===== src/rtl/fifo_4x8.sv =====
// fifo_4x8: single-clock byte FIFO with registered read data.
// Status flags are decoded from an occupancy counter.
module fifo_4x8 #(
    parameter int WIDTH = 8,
    parameter int DEPTH = 4
) (
    input  logic             clk,
    input  logic             rst_n,
    input  logic             wr_en,
    input  logic             rd_en,
    input  logic [WIDTH-1:0] data_in,
    output logic [WIDTH-1:0] data_out,
    output logic             full,
    output logic             empty
);

    localparam int AW = $clog2(DEPTH);
    localparam logic [AW:0] DEPTH_C = (AW+1)'(DEPTH);

    logic [WIDTH-1:0] mem_q [DEPTH];
    logic [AW-1:0]    wr_ptr_q, wr_ptr_d;
    logic [AW-1:0]    rd_ptr_q, rd_ptr_d;
    logic [AW:0]      count_q, count_d;
    logic [WIDTH-1:0] dout_q, dout_d;
    logic             do_wr, do_rd;

    assign full  = (count_q == DEPTH_C);
    assign empty = (count_q == '0);
    assign do_wr = wr_en & ~full;
    assign do_rd = rd_en & ~empty;
    assign data_out = dout_q;

    always_comb begin
        wr_ptr_d = wr_ptr_q;
        rd_ptr_d = rd_ptr_q;
        count_d  = count_q;
        dout_d   = dout_q;
        if (do_wr) wr_ptr_d = wr_ptr_q + 1'b1;
        if (do_rd) begin
            rd_ptr_d = rd_ptr_q + 1'b1;
            dout_d   = mem_q[rd_ptr_q];
        end
        unique case ({do_wr, do_rd})
            2'b10:   count_d = count_q + 1'b1;
            2'b01:   count_d = count_q - 1'b1;
            default: count_d = count_q;
        endcase
    end

    always_ff @(posedge clk or negedge rst_n) begin
        if (!rst_n) begin
            wr_ptr_q <= '0;
            rd_ptr_q <= '0;
            count_q  <= '0;
            dout_q   <= '0;
        end else begin
            wr_ptr_q <= wr_ptr_d;
            rd_ptr_q <= rd_ptr_d;
            count_q  <= count_d;
            dout_q   <= dout_d;
        end
    end

    // Storage is deliberately not reset; stale entries are unreachable.
    always_ff @(posedge clk) begin
        if (do_wr) mem_q[wr_ptr_q] <= data_in;
    end

endmodule


===== config.mk =====
export PLATFORM = sky130hd
export DESIGN_NAME = fifo_4x8
export DESIGN_NICKNAME = d
export VERILOG_FILES = /design/src/rtl/fifo_4x8.sv
export SDC_FILE = /design/constraint.sdc
export NUM_CORES = 1
export LEC_CHECK = 0
export CELL_PAD_IN_SITES_DETAIL_PLACEMENT = 1
export CELL_PAD_IN_SITES_GLOBAL_PLACEMENT = 1
export CORE_MARGIN = 5
export CORE_UTILIZATION = 46
export DETAILED_ROUTE_END_ITERATION = 12
export PLACE_DENSITY_LB_ADDON = 0.25
export SLEW_MARGIN = 10
export SYNTH_ARGS = -nofsm -noshare
export SYNTH_HDL_FRONTEND = slang
export SYNTH_SLANG_ARGS = --single-unit

===== constraint.sdc =====
create_clock -name clk -period 2.5 [get_ports clk]
set_input_delay 0.5 -clock clk [delete_from_list [all_inputs] [get_ports clk]]
set_output_delay 0.5 -clock clk [all_outputs]
set_load 0.05 [all_outputs]

==> impl_results.md, run 1 <==
- I/O pin cnt: 22
- Critical Path Source: count_q[0]
- Crit path time final: approximately 2400 ps
- CTS tree: done
- Post-synthesis share of cell area spent on full adders, half adders and majority gates: 0.0439
- Unrepaired setup endpoints after global routing: false
- Area of placed instances: about 2200 um^2
- Cell at the root of the clock tree: sky130_fd_sc_hd__clkbuf_8
- Remaining antenna violation count after routing: 0
- Startpoint of the worst register-to-register path: count_q[0]
- Max Freq: 0.417 GHz
- Total half-perimeter wirelength after legalization and detailed placement: approximately 2400 um
- Total Neg Setup Slack: 0 ps
- Starting Density: 0.474
- Largest net degree at the start of global routing: 17
- Via count of the routed design: between 900 and 1,000
- Distinct cell type count after synthesis: 21
- Yosys warnings: 0
- Layout Area Growth over Synthesis: 20.6%
- Most common cell after layout, fill and taps aside: sky130_fd_sc_hd__edfxtp_1
- Net count reported at finish: 157
- Antenna violations before repair: 0
- Max-slew violation total from the final report: 0
- Number of register bits inferred by synthesis: 47
- Portion of netlist area occupied by mux cells: 0.107
- Detailed-route wire length per cell: ~18 um
- Routed vias/inst: 5.08
- Total clock buffers created by CTS: 5
- Worst slew margin relative to its limit: 0.523
- Post-route clock skew: 6.84 ps
- Post-synthesis compound-gate area fraction: 0.0113
- Share of final-layout standard cells stronger than drive strength 1: 0.164
- DR top layer: met4
- Residual DRC: 0
- Number of post-CTS setup repair buffers: 0
- Final cell area excluding filler cells: 2270 um^2
- Post-Syn Instances: 112
- Overall die width: 74.0 um
- Global-route total usage across every layer: 0.143
- Largest family of logic cells by synthesized area: multiplexers
- Post-synth net total: 130
- Worst Tran Pin Value: 713 ps
- Sequential cell area fraction in the yosys report: 0.710
- Endpoint class of the critical path: primary output
- CTS Buffer Depth: 2
- Die height: 74.0 um
- Number of H-tree levels: 2
- Crit path arrival time: 1900 ps
- Routability cong.: 0.653
- Clock-pin slew on the worst setup and hold paths: roughly 90 ps
- Detailed-routed wire length on met3: 179 um
- Clock Sinks: 47
- Hold Fails Final Rpt: 0
- Rows: 23
- Number of global-route vias before repair: around 1,100
- Worst endpoint required time: around 2000 ps
- Worst skew pair latency: roughly 300 ps
- CP startpoint kind: register
- Min setup slack post-route: 104 ps
- Final period utilization: 0.958
- Core area: 3970 um^2
- Setup violation total in the final timing report: 0
- Number of instances resized during post-cts repair: 0
- Status: finished, final reports clean
- Routed WL: about 3300 um
- Mean instance size in the synthesized netlist: 16.8 um^2
- Wire length the detailed router placed on met1: 1400 um
- Worst vdd ir: approximately 0.00047 V
- Max-capacitance violation count: 0
- Iteration-0 DRC count of the detailed router: 28
- Critical path type: reg2out
- Commonest non-fill, non-tap cells in the layout: 32 x sky130_fd_sc_hd__edfxtp_1, 24 x sky130_fd_sc_hd__nand2_1, 21 x sky130_fd_sc_hd__clkdlybuf4s50_1
- Power density cells: about 1300 nW/um^2
- Xor/xnor share of the synthesized area: 0.0279
- Met2 routed WL: 1720 um
- Hold Startpoint: data_out[5]
- CTS hold repair buffers: 0
- Peak fanout along the critical path: 5
- Worst hold slack: between 400 and 500 ps
- Area of the mapped netlist: between 1500 and 2000 um^2
- Die ar.: 5470 um^2
- Global route overflow: 0
- Worst hold-check path type: reg2reg
- Global-route wire length before repair: ~5600 um
- Simple-gate portion of the synthesized area: 0.0804
- Leakage power: slightly below 0.9 nW
- 1st-pass router iterations: 4
- Worst Setup Slack post-DPL: 124 ps
- IO Port Bufs: 21
- Antenna cell count: 0
-- report_power, final --
| part | internal (mW) | leakage, nW | switching (mW) | total (mW) |
|---|---|---|---|---|
| sequential | 1.07 | 0.473 | 0.202 | 1.28 |
| clock | 0.303 | 0.0587 | 0.263 | 0.566 |
| combinational | 0.441 | 0.340 | 0.602 | 1.04 |
-- cell usage after synthesis (all sizes together) --
cell type / n / area, um^2
mux2: 1 / 11.3
inv: 7 / 28.8
buf: 1 / 5.00
dfrtp: 15 / 375
nand2: 25 / 96.4
ha: 5 / 62.6
fa: 1 / 20.0
mux4: 8 / 180
edfxtp: 32 / 961
nor3: 1 / 5.00
and2: 4 / 25.0
xor2: 2 / 17.5
nor2: 1 / 3.75
xnor2: 4 / 35.0
mux2i: 1 / 10.0
nor3b: 1 / 12.5
o31ai: 1 / 21.3
nor2b: 1 / 8.76
clkbuf: 1 / 3.75
-- metrics by stage --
| step | power, mW | cells | util |
|---|---|---|---|
| 4_1_cts | 2.94 | 190 | 0.572 |
| 3_5_place_dp | 2.37 | 182 | 0.543 |
| 2_1_floorplan | 2.00 | 112 | - |
| 5_1_grt | 3.06 | 190 | 0.572 |
| 3_3_place_gp | 2.29 | 182 | 0.543 |
| 6_report | 2.88 | 190 | 0.572 |
-- per-layer routing --
metal,global-route usage,vias up
met2,0.245,26
li1,-,449
met1,0.168,486
met5,0,-
met3,0.0432,5
met4,0.0543,0
-- registers in the layout, indices dropped and copies added (netlist names) --
| register | count |
|---|---|
| count_q | 3 |
| rd_ptr_q | 2 |
| data_out | 8 |
| mem_q | 32 |
| wr_ptr_q | 2 |
-- worst paths after layout --
kind                               end  slack (ps)  depth (start not counted)
min in group asynchronous  data_out[1]         620                          1
setup / recovery                  full         100                          2
setup reg to reg            count_q[2]         450                          9
max in group asynchronous  wr_ptr_q[1]        1430                          1
hold reg to reg            data_out[5]         480                          2
hold / removal             data_out[5]         480                          2
-- layout make-up --
class / instances / area (um^2)
Fill cell: 384 / 1700
Sequential cell: 47 / 1340
Multi-Input combinational cell: 56 / 509
Timing Repair Buffer: 22 / 218
Clock buffer: 5 / 68.8
Tap cell: 50 / 62.6
Clock inverter: 3 / 47.5
Inverter: 7 / 28.8
-- logic make-up after synthesis --
logic type                 count (synthesis)
and+or+nand+nor                           33
muxes                                     10
adders and majority gates                  6
xor gates and xnor gates                   6
buffers and inverters                      9
DFF                                       47
AOI/OAI and AO/OA                          1
-- worst max-delay path: stages (launching register included) --
cell,delay (ps)
sky130_fd_sc_hd__dfrtp_1,470
sky130_fd_sc_hd__nor3b_2,270
sky130_fd_sc_hd__clkdlybuf4s50_1,850
Note: power is estimated with default switching activity, not from simulation.
==> run 2, diff against run 1 <==
--- a/config.mk
+++ b/config.mk
@@ -8,7 +8,7 @@
 export CELL_PAD_IN_SITES_DETAIL_PLACEMENT = 1
 export CELL_PAD_IN_SITES_GLOBAL_PLACEMENT = 1
 export CORE_MARGIN = 5
-export CORE_UTILIZATION = 46
+export CORE_UTILIZATION = 49
 export DETAILED_ROUTE_END_ITERATION = 12
 export PLACE_DENSITY_LB_ADDON = 0.25
 export SLEW_MARGIN = 10
==> constraint.sdc (replaced) <==
create_clock -name clk -period 2.9 [get_ports clk]
set_input_delay 0.435 -clock clk [delete_from_list [all_inputs] [get_ports clk]]
set_output_delay 0.435 -clock clk [all_outputs]
set_load 0.05 [all_outputs]
==> impl_results.md, run 2 (synthesis results as in run 1) <==
- Final period utilization: 0.802
- Global route overflow: 0
- Crit path time final: about 2300 ps
- Family of cells with the greatest summed delay on the critical path: buffers and inverters
- Worst vdd ir: about 0.00042 V
- Clock-pin slew on the worst setup and hold paths: around 80 ps
- Flop2flop setup slack: roughly 810 ps
- Total clock buffers created by CTS: 5
- 1st-pass router iterations: 2
- Worst Tran Pin Value: ~700 ps
- Worst hold-check path type: reg2reg
- Starting Density: 0.511
- Cell depth of the worst hold path: 2
- Global-route wire length before repair: 5310 um
- Remaining antenna violation count after routing: 0
- Global-route total usage across every layer: 0.141
- Hold Startpoint: data_out[4]
- Antenna cell count: 0
- Worst endpoint required time: 2470 ps
- Clock Sinks: between 40 and 50
- Chain of cells forming the critical path: nor3b_2 -> clkdlybuf4s50_1
- CTS tree: done
- I/O pin cnt: 22
- Area of placed instances: 2140 um^2
- Iteration-0 DRC count of the detailed router: 34
- Rows: 22
- Hold Fails Final Rpt: 0
- Unrepaired setup endpoints after global routing: false
- Max Freq: 0.430 GHz
- Antenna violations before repair: 0
- Routability cong.: 0.648
- Leakage power: 0.849 nW
- Residual DRC: 0
- Share of final-layout standard cells stronger than drive strength 1: 0.151
- Max-capacitance violation count: 0
- Core area: 3690 um^2
- Buffering stage count on the worst path with inverters included: 1
- Commonest non-fill, non-tap cells in the layout: 32 x sky130_fd_sc_hd__edfxtp_1, 24 x sky130_fd_sc_hd__nand2_1, 21 x sky130_fd_sc_hd__clkdlybuf4s50_1
- CP max-delay cell: sky130_fd_sc_hd__clkdlybuf4s50_1
- Number of post-CTS setup repair buffers: 0
- Terminus of the critical flop-to-flop path: count_q[2]
- Die ar.: 5180 um^2
- Overall power of the completed layout: between 2 and 2.5 mW
- Number of H-tree levels: 2
- Number of instances resized during post-cts repair: 0
- Layout Area Growth over Synthesis: 18.4%
- IO Port Bufs: 21
- Cell depth of the worst flop-to-flop path: 8
- Crit path arrival time: 1890 ps
- Worst skew pair latency: 300 ps
- Power density cells: 1060 nW/um^2
- Setup violation total in the final timing report: 0
- Critical path type: reg2out
- Status: finished, final reports clean
- Final cell area excluding filler cells: 2230 um^2
- Number of flip-flops in the largest register: 32
- Cell at the root of the clock tree: sky130_fd_sc_hd__clkbuf_8
- Worst stage delay on the critical path: 840 ps
- CTS Buffer Depth: 2
- Post-route clock skew: 6.30 ps
- Total Neg Setup Slack: 0 ps
- Most common cell after layout, fill and taps aside: sky130_fd_sc_hd__edfxtp_1
- CP startpoint kind: register
- Startpoint of the worst register-to-register path: count_q[0]
- Detailed-route wire length per cell: 17.1 um
- Number of global-route vias before repair: 1,077
- Routed vias/inst: a little over 5
- Worst slew margin relative to its limit: 0.536
- Via count of the routed design: just under 1,000
- Worst hold slack: 487 ps
- Routed WL: 3200 um
- Largest net degree at the start of global routing: 16
- Biggest register: mem_q
- CTS hold repair buffers: 0
- Overall die width: 72.0 um
- Max-slew violation total from the final report: 0
- Sink of the worst hold path: data_out[4]
- Peak fanout along the critical path: 5
- Net count reported at finish: around 160
- Endpoint class of the critical path: primary output
- Die height: 72.0 um
- Total half-perimeter wirelength after legalization and detailed placement: between 2000 and 2500 um
-- run 2: worst max-delay path by stage --
stage	from	endpoint	slack [ps]	cells past startpoint
3_5_place_dp	rd_en	count_q[2]	540	9
5_1_grt	count_q[0]	full	490	2
2_1_floorplan	count_q[0]	count_q[2]	410	9
4_1_cts	count_q[0]	full	550	2
3_3_place_gp	rd_en	count_q[2]	610	9
6_report	count_q[0]	full	570	2
-- run 2: final cells by class --
type	instances	area (um^2)
clock inverters	2	12.5
fillers	350	1460
flip-flops and latches	47	1340
repair buffers	21	210
multi-input cells	56	509
inverters	7	28.8
well taps	48	60.1
clock buffers	6	72.6
-- run 2: worst reg2reg max path, stage by stage, from the launching register on --
cell and delay, ps:
sky130_fd_sc_hd__dfrtp_1 470, sky130_fd_sc_hd__o31ai_4 530, sky130_fd_sc_hd__inv_4 130, sky130_fd_sc_hd__ha_1 240
sky130_fd_sc_hd__inv_1 80, sky130_fd_sc_hd__fa_1 170, sky130_fd_sc_hd__xor2_1 150, sky130_fd_sc_hd__nor2_1 60
sky130_fd_sc_hd__xor2_1 130
-- run 2: per-stage QoR --
step / cells / setup slack (ps) / utilization
after CTS: 187 / 549 / 0.604
after global routing: 187 / 490 / 0.604
after detailed placement: 179 / 537 / 0.581
after floorplan: 112 / 414 / -
final: 187 / 574 / 0.604
after global placement: 179 / 612 / 0.581
-- run 2: report_power, final --
part	leakage (nW)	switching [mW]	internal, mW	total [mW]
logic	0.335	0.511	0.374	0.885
clock network	0.0412	0.209	0.168	0.378
registers	0.473	0.171	0.926	1.10
total	0.849	0.891	1.47	2.36
-- run 2: routing by layer --
metal / global-route usage / wire [um] / share of wire / vias to the layer above
li1: - / - / - / 446
met1: 0.168 / 1360 / 0.43 / 494
met2: 0.235 / 1610 / 0.50 / 23
met3: 0.0429 / 156 / 0.049 / 8
met4: 0.0689 / 68 / 0.021 / 0
met5: 0 / 0 / 0 / -
==> run 3, diff against run 2 <==
--- a/config.mk
+++ b/config.mk
@@ -8,7 +8,7 @@
 export CELL_PAD_IN_SITES_DETAIL_PLACEMENT = 1
 export CELL_PAD_IN_SITES_GLOBAL_PLACEMENT = 1
 export CORE_MARGIN = 5
-export CORE_UTILIZATION = 49
+export CORE_UTILIZATION = 41
 export DETAILED_ROUTE_END_ITERATION = 12
 export PLACE_DENSITY_LB_ADDON = 0.25
 export SLEW_MARGIN = 10
==> constraint.sdc (replaced) <==
create_clock -name clk -period 1.9 [get_ports clk]
set_input_delay 0.285 -clock clk [delete_from_list [all_inputs] [get_ports clk]]
set_output_delay 0.285 -clock clk [all_outputs]
set_load 0.05 [all_outputs]
==> impl_results.md, run 3 (synthesis results as in run 1) <==
- Largest net degree at the start of global routing: 16
- Global-route wire length before repair: 5820 um
- Multi-input gate area: 531 um^2
- Commonest non-fill, non-tap cells in the layout: 32 x sky130_fd_sc_hd__edfxtp_1, 24 x sky130_fd_sc_hd__nand2_1, 19 x sky130_fd_sc_hd__clkdlybuf4s50_1
- Crit path arrival time: 2050 ps
- Worst slew margin relative to its limit: 0.653
- Status: finished, final reports clean
- Register cell area after layout: 1340 um^2
- Power density cells: ~1600 nW/um^2
- Setup violation total in the final timing report: 0
- Worst endpoint required time: 2110 ps
- Cell depth of the worst flop-to-flop path: 9
- Worst Tran Pin Value: 519 ps
- Hold Fails Final Rpt: 0
- Via count of the routed design: around 1,000
- Detailed-routed wire length on met3: 156 um
- Global-route total usage across every layer: 0.132
- Met2 routed WL: 1910 um
- Total clock buffers created by CTS: 5
- DR top layer: met4
- Iteration-0 DRC count of the detailed router: 48
- Worst hold-check path type: in2async
- Most common cell after layout, fill and taps aside: sky130_fd_sc_hd__edfxtp_1
- Max-capacitance violation count: 0
- CTS hold repair buffers: 0
- Rows: 24
- Worst hold slack: 315 ps
- Routed WL: 3570 um
- Antenna violations before repair: 0
- Starting Density: 0.427
- Flop2flop setup slack: 60 ps
- Layout Area Growth over Synthesis: 30.4%
- 1st-pass router iterations: 2
- Die ar.: between 6000 and 7000 um^2
- Share of final-layout standard cells stronger than drive strength 1: 0.295
- Number of flip-flops in the largest register: 32
- Wire length the detailed router placed on met1: 1440 um
- Post-route clock skew: about 7.3 ps
- Number of H-tree levels: 2
- Max Freq: 0.544 GHz
- Final cell area excluding filler cells: 2460 um^2
- Core area: 4410 um^2
- Clock Sinks: 47
- Min setup slack post-route: 60.1 ps
- Net count reported at finish: 173
- Crit path time final: 1840 ps
- Final period utilization: 0.968
- Remaining antenna violation count after routing: 0
- CTS tree: done
- Number of global-route vias before repair: 1,087
- Total half-perimeter wirelength after legalization and detailed placement: roughly 2500 um
- Chain of cells forming the critical path: nor3b_4 -> nor2b_2 -> inv_2 -> ha_4 -> inv_2 -> fa_2 -> xor2_1 -> nor2_1 -> xor2_1
- Unrepaired setup endpoints after global routing: true
- CP max-delay cell: sky130_fd_sc_hd__dfrtp_2
- Routed vias/inst: around 4.9
- Global route overflow: 0
- Max-slew violation total from the final report: 0
- Critical path type: reg2reg
- Residual DRC: 0
- Biggest register: mem_q
- Detailed-route wire length per cell: 17.2 um
- CP startpoint kind: register
- Worst Setup Slack post-DPL: -133 ps
- Routability cong.: 0.719
- IO Port Bufs: 21
- CTS Buffer Depth: 2
- Peak fanout along the critical path: 3
- Cell at the root of the clock tree: sky130_fd_sc_hd__clkbuf_8
- Startpoint of the worst register-to-register path: count_q[0]
- Area of placed instances: 2290 um^2
- Endpoint class of the critical path: register
- Antenna cell count: 0
- Die height: 77.8 um
- I/O pin cnt: 22
- Worst vdd ir: 0.000524 V
- Terminus of the critical flop-to-flop path: count_q[2]
- Leakage power: between 0.9 and 1 nW
- Overall die width: 77.8 um
- Fillcell total: about 420
- Worst stage delay on the critical path: around 450 ps
- Clock-pin slew on the worst setup and hold paths: around 80 ps
- Worst skew pair latency: 290 ps
## run 3: changes by cell type in the layout (fill, tap and decap cells not counted), sizes merged
| cell | delta |
|---|---|
| clkdlybuf4s50 | -2 |
| buf | +19 |
## run 3: through the flow
stage / TNS [ps] / instances / total power [mW] / util
5_1_grt: -40.2 / 208 / 4.25 / 0.556
6_report: 0 / 208 / 3.97 / 0.556
2_1_floorplan: -524 / 112 / 2.66 / -
3_3_place_gp: -48.8 / 194 / 3.22 / 0.519
4_1_cts: 0 / 204 / 3.94 / 0.544
3_5_place_dp: -133 / 194 / 3.30 / 0.519
## run 3: worst max path at each step
stage | endpoint | slack (ps) | startpoint | cells past startpoint
2_1_floorplan | count_q[2] | -320 | count_q[1] | 9
3_3_place_gp | count_q[2] | -50 | rd_en | 9
3_5_place_dp | count_q[2] | -130 | rd_en | 9
4_1_cts | count_q[2] | 10 | count_q[0] | 9
5_1_grt | count_q[2] | -40 | count_q[0] | 9
6_report | count_q[2] | 60 | count_q[0] | 9
## run 3: critical path: cells and delay by family (launching register included)
kind | cells | cell delay (ps)
flip-flops | 1 | 450
AND/OR/NAND/NOR | 3 | 430
buffers and inverters | 2 | 110
adder cells (fa/ha/maj) | 2 | 460
XOR/XNOR | 2 | 330
## run 3: cell type report
| type | instances | area share |
|---|---|---|
| clock buffer | 6 | 0.0336 |
| clock inverter | 2 | 0.00458 |
| inverter | 7 | 0.0117 |
| multi-input combinational | 56 | 0.216 |
| sequential | 47 | 0.545 |
| tap | 52 | 0.0265 |
| timing repair buffer | 38 | 0.163 |
## run 3: metal layers
layer / vias to the layer above / track usage
met5: - / 0
met4: 0 / 0.0567
met3: 6 / 0.0428
met2: 21 / 0.217
met1: 522 / 0.158
li1: 477 / -
## run 3: what timing repair did
action,in CTS,in global routing
pin swaps,0,5
buffers inserted,2,4
gates resized for setup,0,3
endpoints found under the setup margin,1,1
## run 3: power breakdown
| group | total [mW] | internal [mW] | switching, mW |
|---|---|---|---|
| Combinational | 1.78 | 0.833 | 0.943 |
| Sequential | 1.59 | 1.42 | 0.175 |
| Clock | 0.602 | 0.290 | 0.312 |
